## src/rtl/rb_bank_arbiter.sv

```systemverilog
// rb_bank_arbiter: round-robin, burst-bounded, lockable arbiter sharing one single-port register bank between two requesters
module rb_bank_arbiter #(
  parameter int MAX_BURST = 18,
  parameter int AW = 5,
  parameter int DW = 8
) (
  input  logic          clk,
  input  logic          rst,
  input  logic          req0,
  input  logic          req1,
  input  logic          lock0,
  input  logic          lock1,
  input  logic          rw0,
  input  logic          rw1,
  input  logic [AW-1:0] addr0,
  input  logic [AW-1:0] addr1,
  input  logic [DW-1:0] wdata0,
  input  logic [DW-1:0] wdata1,
  output logic          gnt0,
  output logic          gnt1,
  output logic [DW-1:0] rdata0,
  output logic [DW-1:0] rdata1,
  output logic          rvalid0,
  output logic          rvalid1,
  output logic          RB_RW,
  output logic [AW-1:0] RB_A,
  output logic [DW-1:0] RB_D,
  input  logic [DW-1:0] RB_Q
);
  localparam int CW = $clog2(MAX_BURST + 1);
  localparam logic [CW-1:0] MAXC = CW'(MAX_BURST);
  typedef enum logic [1:0] {IDLE, OWN0, OWN1} state_t;
  state_t state_q, state_d;
  logic last_q, last_d, gnt0_q, gnt0_d, gnt1_q, gnt1_d;
  logic [CW-1:0] cnt_q, cnt_d, cnt_inc;
  logic rb_rw_q, rb_rw_d, v1_q, v1_d, v2_q, v2_d, id1_q, id1_d, id2_q, id2_d;
  logic rvalid0_q, rvalid0_d, rvalid1_q, rvalid1_d;
  logic [AW-1:0] rb_a_q, rb_a_d;
  logic [DW-1:0] rb_d_q, rb_d_d, rdata0_q, rdata0_d, rdata1_q, rdata1_d;
  logic own1, req_s, lock_s, rw_s, oreq, xfer, pick1;
  logic [AW-1:0] addr_s;
  logic [DW-1:0] wdata_s;
  always_comb begin
    own1 = state_q == OWN1;
    req_s = own1 ? req1 : req0;
    lock_s = own1 ? lock1 : lock0;
    rw_s = own1 ? rw1 : rw0;
    addr_s = own1 ? addr1 : addr0;
    wdata_s = own1 ? wdata1 : wdata0;
    oreq = own1 ? req0 : req1;
    xfer = (state_q != IDLE) && req_s;
    pick1 = req1 && (!req0 || !last_q);
    cnt_inc = xfer && cnt_q != MAXC ? cnt_q + 1'b1 : cnt_q;
    state_d = state_q;
    last_d = last_q;
    cnt_d = cnt_inc;
    if (state_q == IDLE) begin
      if (req0 || req1) begin
        state_d = pick1 ? OWN1 : OWN0;
        last_d = pick1;
        cnt_d = '0;
      end
    end else if (!lock_s && (!req_s || (xfer && cnt_inc == MAXC && oreq))) begin
      state_d = IDLE;
    end
    gnt0_d = state_d == OWN0;
    gnt1_d = state_d == OWN1;
    rb_rw_d = xfer ? rw_s : 1'b1;
    rb_a_d = xfer ? addr_s : rb_a_q;
    rb_d_d = xfer ? wdata_s : rb_d_q;
    v1_d = xfer && rw_s;
    id1_d = own1;
    v2_d = v1_q;
    id2_d = id1_q;
    rvalid0_d = v2_q && !id2_q;
    rvalid1_d = v2_q && id2_q;
    rdata0_d = rvalid0_d ? RB_Q : rdata0_q;
    rdata1_d = rvalid1_d ? RB_Q : rdata1_q;
  end
  always_ff @(posedge clk or posedge rst) begin
    if (rst) begin
      state_q <= IDLE;
      last_q <= 1'b1;
      cnt_q <= '0;
      gnt0_q <= 1'b0;
      gnt1_q <= 1'b0;
      rb_rw_q <= 1'b1;
      rb_a_q <= '0;
      rb_d_q <= '0;
      v1_q <= 1'b0;
      v2_q <= 1'b0;
      id1_q <= 1'b0;
      id2_q <= 1'b0;
      rvalid0_q <= 1'b0;
      rvalid1_q <= 1'b0;
      rdata0_q <= '0;
      rdata1_q <= '0;
    end else begin
      state_q <= state_d;
      last_q <= last_d;
      cnt_q <= cnt_d;
      gnt0_q <= gnt0_d;
      gnt1_q <= gnt1_d;
      rb_rw_q <= rb_rw_d;
      rb_a_q <= rb_a_d;
      rb_d_q <= rb_d_d;
      v1_q <= v1_d;
      v2_q <= v2_d;
      id1_q <= id1_d;
      id2_q <= id2_d;
      rvalid0_q <= rvalid0_d;
      rvalid1_q <= rvalid1_d;
      rdata0_q <= rdata0_d;
      rdata1_q <= rdata1_d;
    end
  end
  assign gnt0 = gnt0_q;
  assign gnt1 = gnt1_q;
  assign RB_RW = rb_rw_q;
  assign RB_A = rb_a_q;
  assign RB_D = rb_d_q;
  assign rvalid0 = rvalid0_q;
  assign rvalid1 = rvalid1_q;
  assign rdata0 = rdata0_q;
  assign rdata1 = rdata1_q;
endmodule

```

## config.mk

```make
export PLATFORM = sky130hd
export DESIGN_NAME = rb_bank_arbiter
export DESIGN_NICKNAME = d
export VERILOG_FILES = /design/src/rtl/rb_bank_arbiter.sv
export SDC_FILE = /design/constraint.sdc
export NUM_CORES = 1
export LEC_CHECK = 0
export CORE_ASPECT_RATIO = 0.5
export CORE_MARGIN = 1.5
export CORE_UTILIZATION = 47
export CTS_CLUSTER_DIAMETER = 50
export CTS_CLUSTER_SIZE = 24
export DETAILED_ROUTE_END_ITERATION = 16
export PLACE_DENSITY = 0.84
export SLEW_MARGIN = 10
export SYNTH_ARGS = -nofsm -noshare
export SYNTH_HDL_FRONTEND = slang
export SYNTH_SLANG_ARGS = --single-unit
```

## constraint.sdc

```tcl
create_clock -name clk -period 3.5 [get_ports clk]
set_input_delay 0.525 -clock clk [delete_from_list [all_inputs] [get_ports clk]]
set_output_delay 0.525 -clock clk [all_outputs]
set_load 0.02 [all_outputs]
```

# == Word level (Yosys, flattened, before mapping) ==
# Cells that the tools add are included.
# totals
inputBits,42
regBits,46
out_inout_bits,34
elab_cells,56
# classes
n_addsub,1
mux,14
eq_ne,5
n_reduce_logical,20
# op_table
op,n
$mux 5,4
$logic_and 1x1->1,9
$mux 2,4
$mux 8,1
$add 5x1->5 const B,1
$eq 5x5->1 const B,1
$logic_not 1->1,5
$mux 1,5
$ne 5x5->1 const B,1
$eq 2x2->1 const B,2
$logic_or 1x1->1,3
$eq 2x1->1 const B,1
$logic_not 2->1,1
$reduce_and 2->1,1
$reduce_bool 2->1,1

# == Depth between registers and ports, before layout ==
# depth
ltp_word,13
depth_mapped,7
depth_no_buf,7

# == Worst setup path before layout ==
# No wires, ideal clock.
# synth_path
path_kind,input to register
from,input port req0
to,register state_q[1]
n_path_buf,1
arrival_time_ns,1.521
path_stages,6
t_required_ns,3.362
setup_slack_ns,1.842
setup_time_ns,0.138
path_cell_list,buf_2 > nand2_2 > nand2_2 > a211o_1 > a32oi_2 > a32oi_1
# synth_via
elab_chain_len,11
word_cells_on_any_way,19
classes_between,eq/ne (1); mux (7); reduce/logical (11)
# synth_rtl
item,line,text
start: declaration,9,"input logic req0,"
$mux 1,45,req_s = own1 ? req1 : req0;
$logic_and 1x1->1,51,xfer = (state_q != IDLE) && req_s;
$logic_and 1x1->1,53,cnt_inc = xfer && cnt_q != MAXC ? cnt_q + 1'b1 : cnt_q;
$mux 5,53,
$eq 5x5->1,63,end else if (!lock_s && (!req_s || (xfer && cnt_inc == MAXC && oreq))) begin
$logic_and 1x1->1 (2 in a row),63,
$logic_or 1x1->1,63,
$logic_and 1x1->1,63,
$mux 2,63,
$mux 2 (*),57,if (state_q == IDLE) begin
named net state_d[1],33,"state_t state_q, state_d;"
end signal: assignment,99,state_q <= state_d;
end: declaration,33,
# The timed path passes the listed nets; every way through them passes the cells marked *.
# A chain may end at the register's enable or synchronous reset.

# == Final worst setup path ==
# layout_path
from,input port req1
to,register state_q[1]
# layout_via
elab_chain_len,11
word_cells_on_any_way,17
classes_between,eq/ne (1); mux (7); reduce/logical (9)
# layout_rtl
item,line,text
start: declaration,10,"input logic req1,"
$mux 1,45,
$logic_and 1x1->1,51,
$logic_and 1x1->1,53,
$mux 5,53,
$eq 5x5->1,63,
$logic_and 1x1->1 (2 in a row),63,
$logic_or 1x1->1,63,
$logic_and 1x1->1,63,
$mux 2,63,
$mux 2 (*),57,
named net state_d[1],33,
# Marked as above.

==> run metrics <==
status=completed; Die Height=49.9 µm; measured slew at the worst slew-check pin=0.928 ns; reg2reg path depth=5; top cells by count, synth=dfrtp_1 (44), nand2_1 (21), mux2_2 (16), mux2i_1 (16), o21ai_0 (15); Area contributors post-synth=dfrtp_1 (53%), mux2_2 (8.7%), mux2i_1 (7.7%); Reg clk slew, reported paths=0.09 ns; Synth async-reset ratio=100%; post-cts resize count=0; # IOs=76; Final #Nets=296; worst path cell trace=clkdlybuf4s50_1 -> nand3b_4 -> and2_1 -> o21ai_1 -> a32oi_2 -> a32oi_1; slowest CP cell=and2_1; WP data required=3.67 ns; Setup Viol. Count Final=0; CTS Buffer Depth=2; input/output buffers=75; Ys Warns=0; CP Data Arrival Time=2.56 ns; ANT cells=0; Hold Path Class=register to register; crit start category=input pin; dominant cell type by area after synthesis=dfrtp_1; clock share of power=13.2%; die area=0.00483 mm²; CTS sink cnt=46; Congestion Overflow GR=0; Slew Limit Fails=0; RSZ-0062 raised after global routing=false; Core ar.=0.00406 mm²; first-pass GRT wire length=7510 µm; Detailed Place HPWL=3450 µm; Setup TNS=0 ns; Crit. Startpoint=req1; Crit. End Element=register; routed wire length=4450 µm; via/cell ratio=5.17; most common cell in the netlist=dfrtp_1; share of cells above drive strength 1=12.6%; Pwr Density=836 mW/mm²; Max IR drop VDD=421 µV; WP buf/inv=1; Post-synth EDFFs=0; CTS tree=built; CP max stage delay=0.69 ns; hold_buf cts=0; Pleak=1.32 nW; sequential power share=38.0%; clk root buf=clkbuf_8; slew margin rel.=38.1%; Synth cell types=35; placed instance area=0.00283 mm²; Psw=933 µW; Int Power=1.51 mW; GPL Wtd Cong=0.860; Period minus WS final=2.39 ns; Mean Syn Cell Area=11.5 µm²; Cell Area, Synth=0.00207 mm²; Yosys reg bits=46; commonest register cell after synthesis=dfrtp_1; P&R area growth vs syn=41.4%; Mapped Nets=223; Site Rows=16; fill count=295; Sw Ratio=38.2%; WS Path Type=input pin to register; largest net degree at the start of global routing=47; vias in the first global route=1601; logic gate share of total power=48.8%; critical-path maximum fanout=29; Worst Hold Depth=0; crit share post-route=68.4%; origin of the worst min-delay path=id1_q$_DFF_PP0_; via count of the routed design=1586; Wirelength per Cell=14.5 µm; initial detailed-routing violation count=37; Synth top area share=53.3%; fmax=418 MHz; r2r startpoint=state_q[0]$_DFF_PP0_; Clock Latency Late Sink=0.30 ns; initial antenna violation count=0; Crit path depth=6; post-synthesis cell count=179; CP delay by family, top=simple AND/OR/NAND/NOR gates; post-CTS setup buffers=0; DRC=0; clock skew=0.00733 ns; H-tree depth=2; Fin. Hold Viols=0; WHS=0.357 ns; Post-Place Cells=299; Antenna Nets Post-Route=0; design area=0.00292 mm²; fin cells=307; GR Util All Layers=20.1%; sequential share of the synthesized area=55.8%; Initial Utilization=50.9%; CTS buffer count=5; # Max-Cap Violations=0; Die X=96.8 µm; Pre-antenna DRT Iters=4
==> cell families (layout without fill, tap and decap cells) <==
group | count (synthesis) | in the layout | synth area share (%)
buffers and inverters | 16 | 90 | 3.81
XOR/XNOR | 3 | 3 | 1.27
AND/OR/NAND/NOR | 46 | 46 | 10.9
flip-flops | 46 | 46 | 55.8
multiplexers | 32 | 32 | 16.5
AO/OA/AOI/OAI | 34 | 34 | 10.5
adder cells (fa/ha/maj) | 2 | 2 | 1.21
==> cell usage in the layout, fill, tap and decap left out, types with 2 or more instances in the layout <==
cell type,netlist,layout
a31oi_1,5,5
clkbuf_8,0,5
nand2_1,21,21
a21oi_1,2,2
nand3_1,4,4
clkdlybuf4s50_1,0,75
dfstp_2,2,2
o21ai_0,15,15
nand2_2,2,2
nor2_1,11,11
xnor2_1,3,3
mux2_2,16,16
dfrtp_1,44,44
nand2b_1,3,3
o211ai_1,2,2
inv_1,7,6
mux2i_1,16,16
ha_1,2,2
==> per-layer routing <==
metal  routed length, µm  GRT usage [%]
met1                1780           22.1
met2                2440           37.5
met3                 147           5.39
met4                  87           7.97
met5                   0              0
==> power by group through the flow <==
stage                     Clock (mW)  Combinational, mW  Sequential (mW)
after global placement             0               1.17            0.922
after detailed placement           0               1.20            0.941
after CTS                      0.331               1.21            0.930
final                          0.323               1.19            0.929
after floorplan                    0              0.496             1.13
after global routing           0.356               1.28            0.960
==> flip-flops by register name, indices dropped and copies added (netlist names) <==
name / flops
rvalid1: 1
last_q: 1
rdata1: 8
v1_q: 1
v2_q: 1
gnt1: 1
gnt0: 1
RB_D: 8
id2_q: 1
id1_q: 1
RB_A: 5
state_q: 2
cnt_q: 5
rdata0: 8
RB_RW: 1
rvalid0: 1
==> per-stage QoR <==
step	worst slack [ns]	util [%]	total power, mW
floorplan	1.84	-	1.63
finish	1.11	71.9	2.44
CTS	1.11	71.9	2.47
global placement	0.886	69.7	2.09
global route	0.865	71.9	2.60
detailed placement	0.800	69.7	2.14
==> layout make-up <==
class | count | area (µm²) | share of cell area [%]
clock buffer | 5 | 68.8 | 2.35
clock inverter | 3 | 21.3 | 0.728
inverter | 7 | 26.3 | 0.899
multi-input combinational | 117 | 835 | 28.6
sequential | 46 | 1150 | 39.5
tap | 54 | 67.6 | 2.31
timing repair buffer | 75 | 751 | 25.7
==> path summary, 6_finish.rpt <==
path / to / slack [ns]
worst max-delay path: state_q[1]$_DFF_PP0_ / 1.11
worst min-delay path: id2_q$_DFF_PP0_ / 0.36
max in group asynchronous: cnt_q[1]$_DFF_PP0_ / 2.21
worst min register to register: id2_q$_DFF_PP0_ / 0.36
min in group asynchronous: rdata0[4]$_DFFE_PP0P_ / 0.73
worst max register to register: state_q[1]$_DFF_PP0_ / 1.33
(Power assumes the default switching activity.)
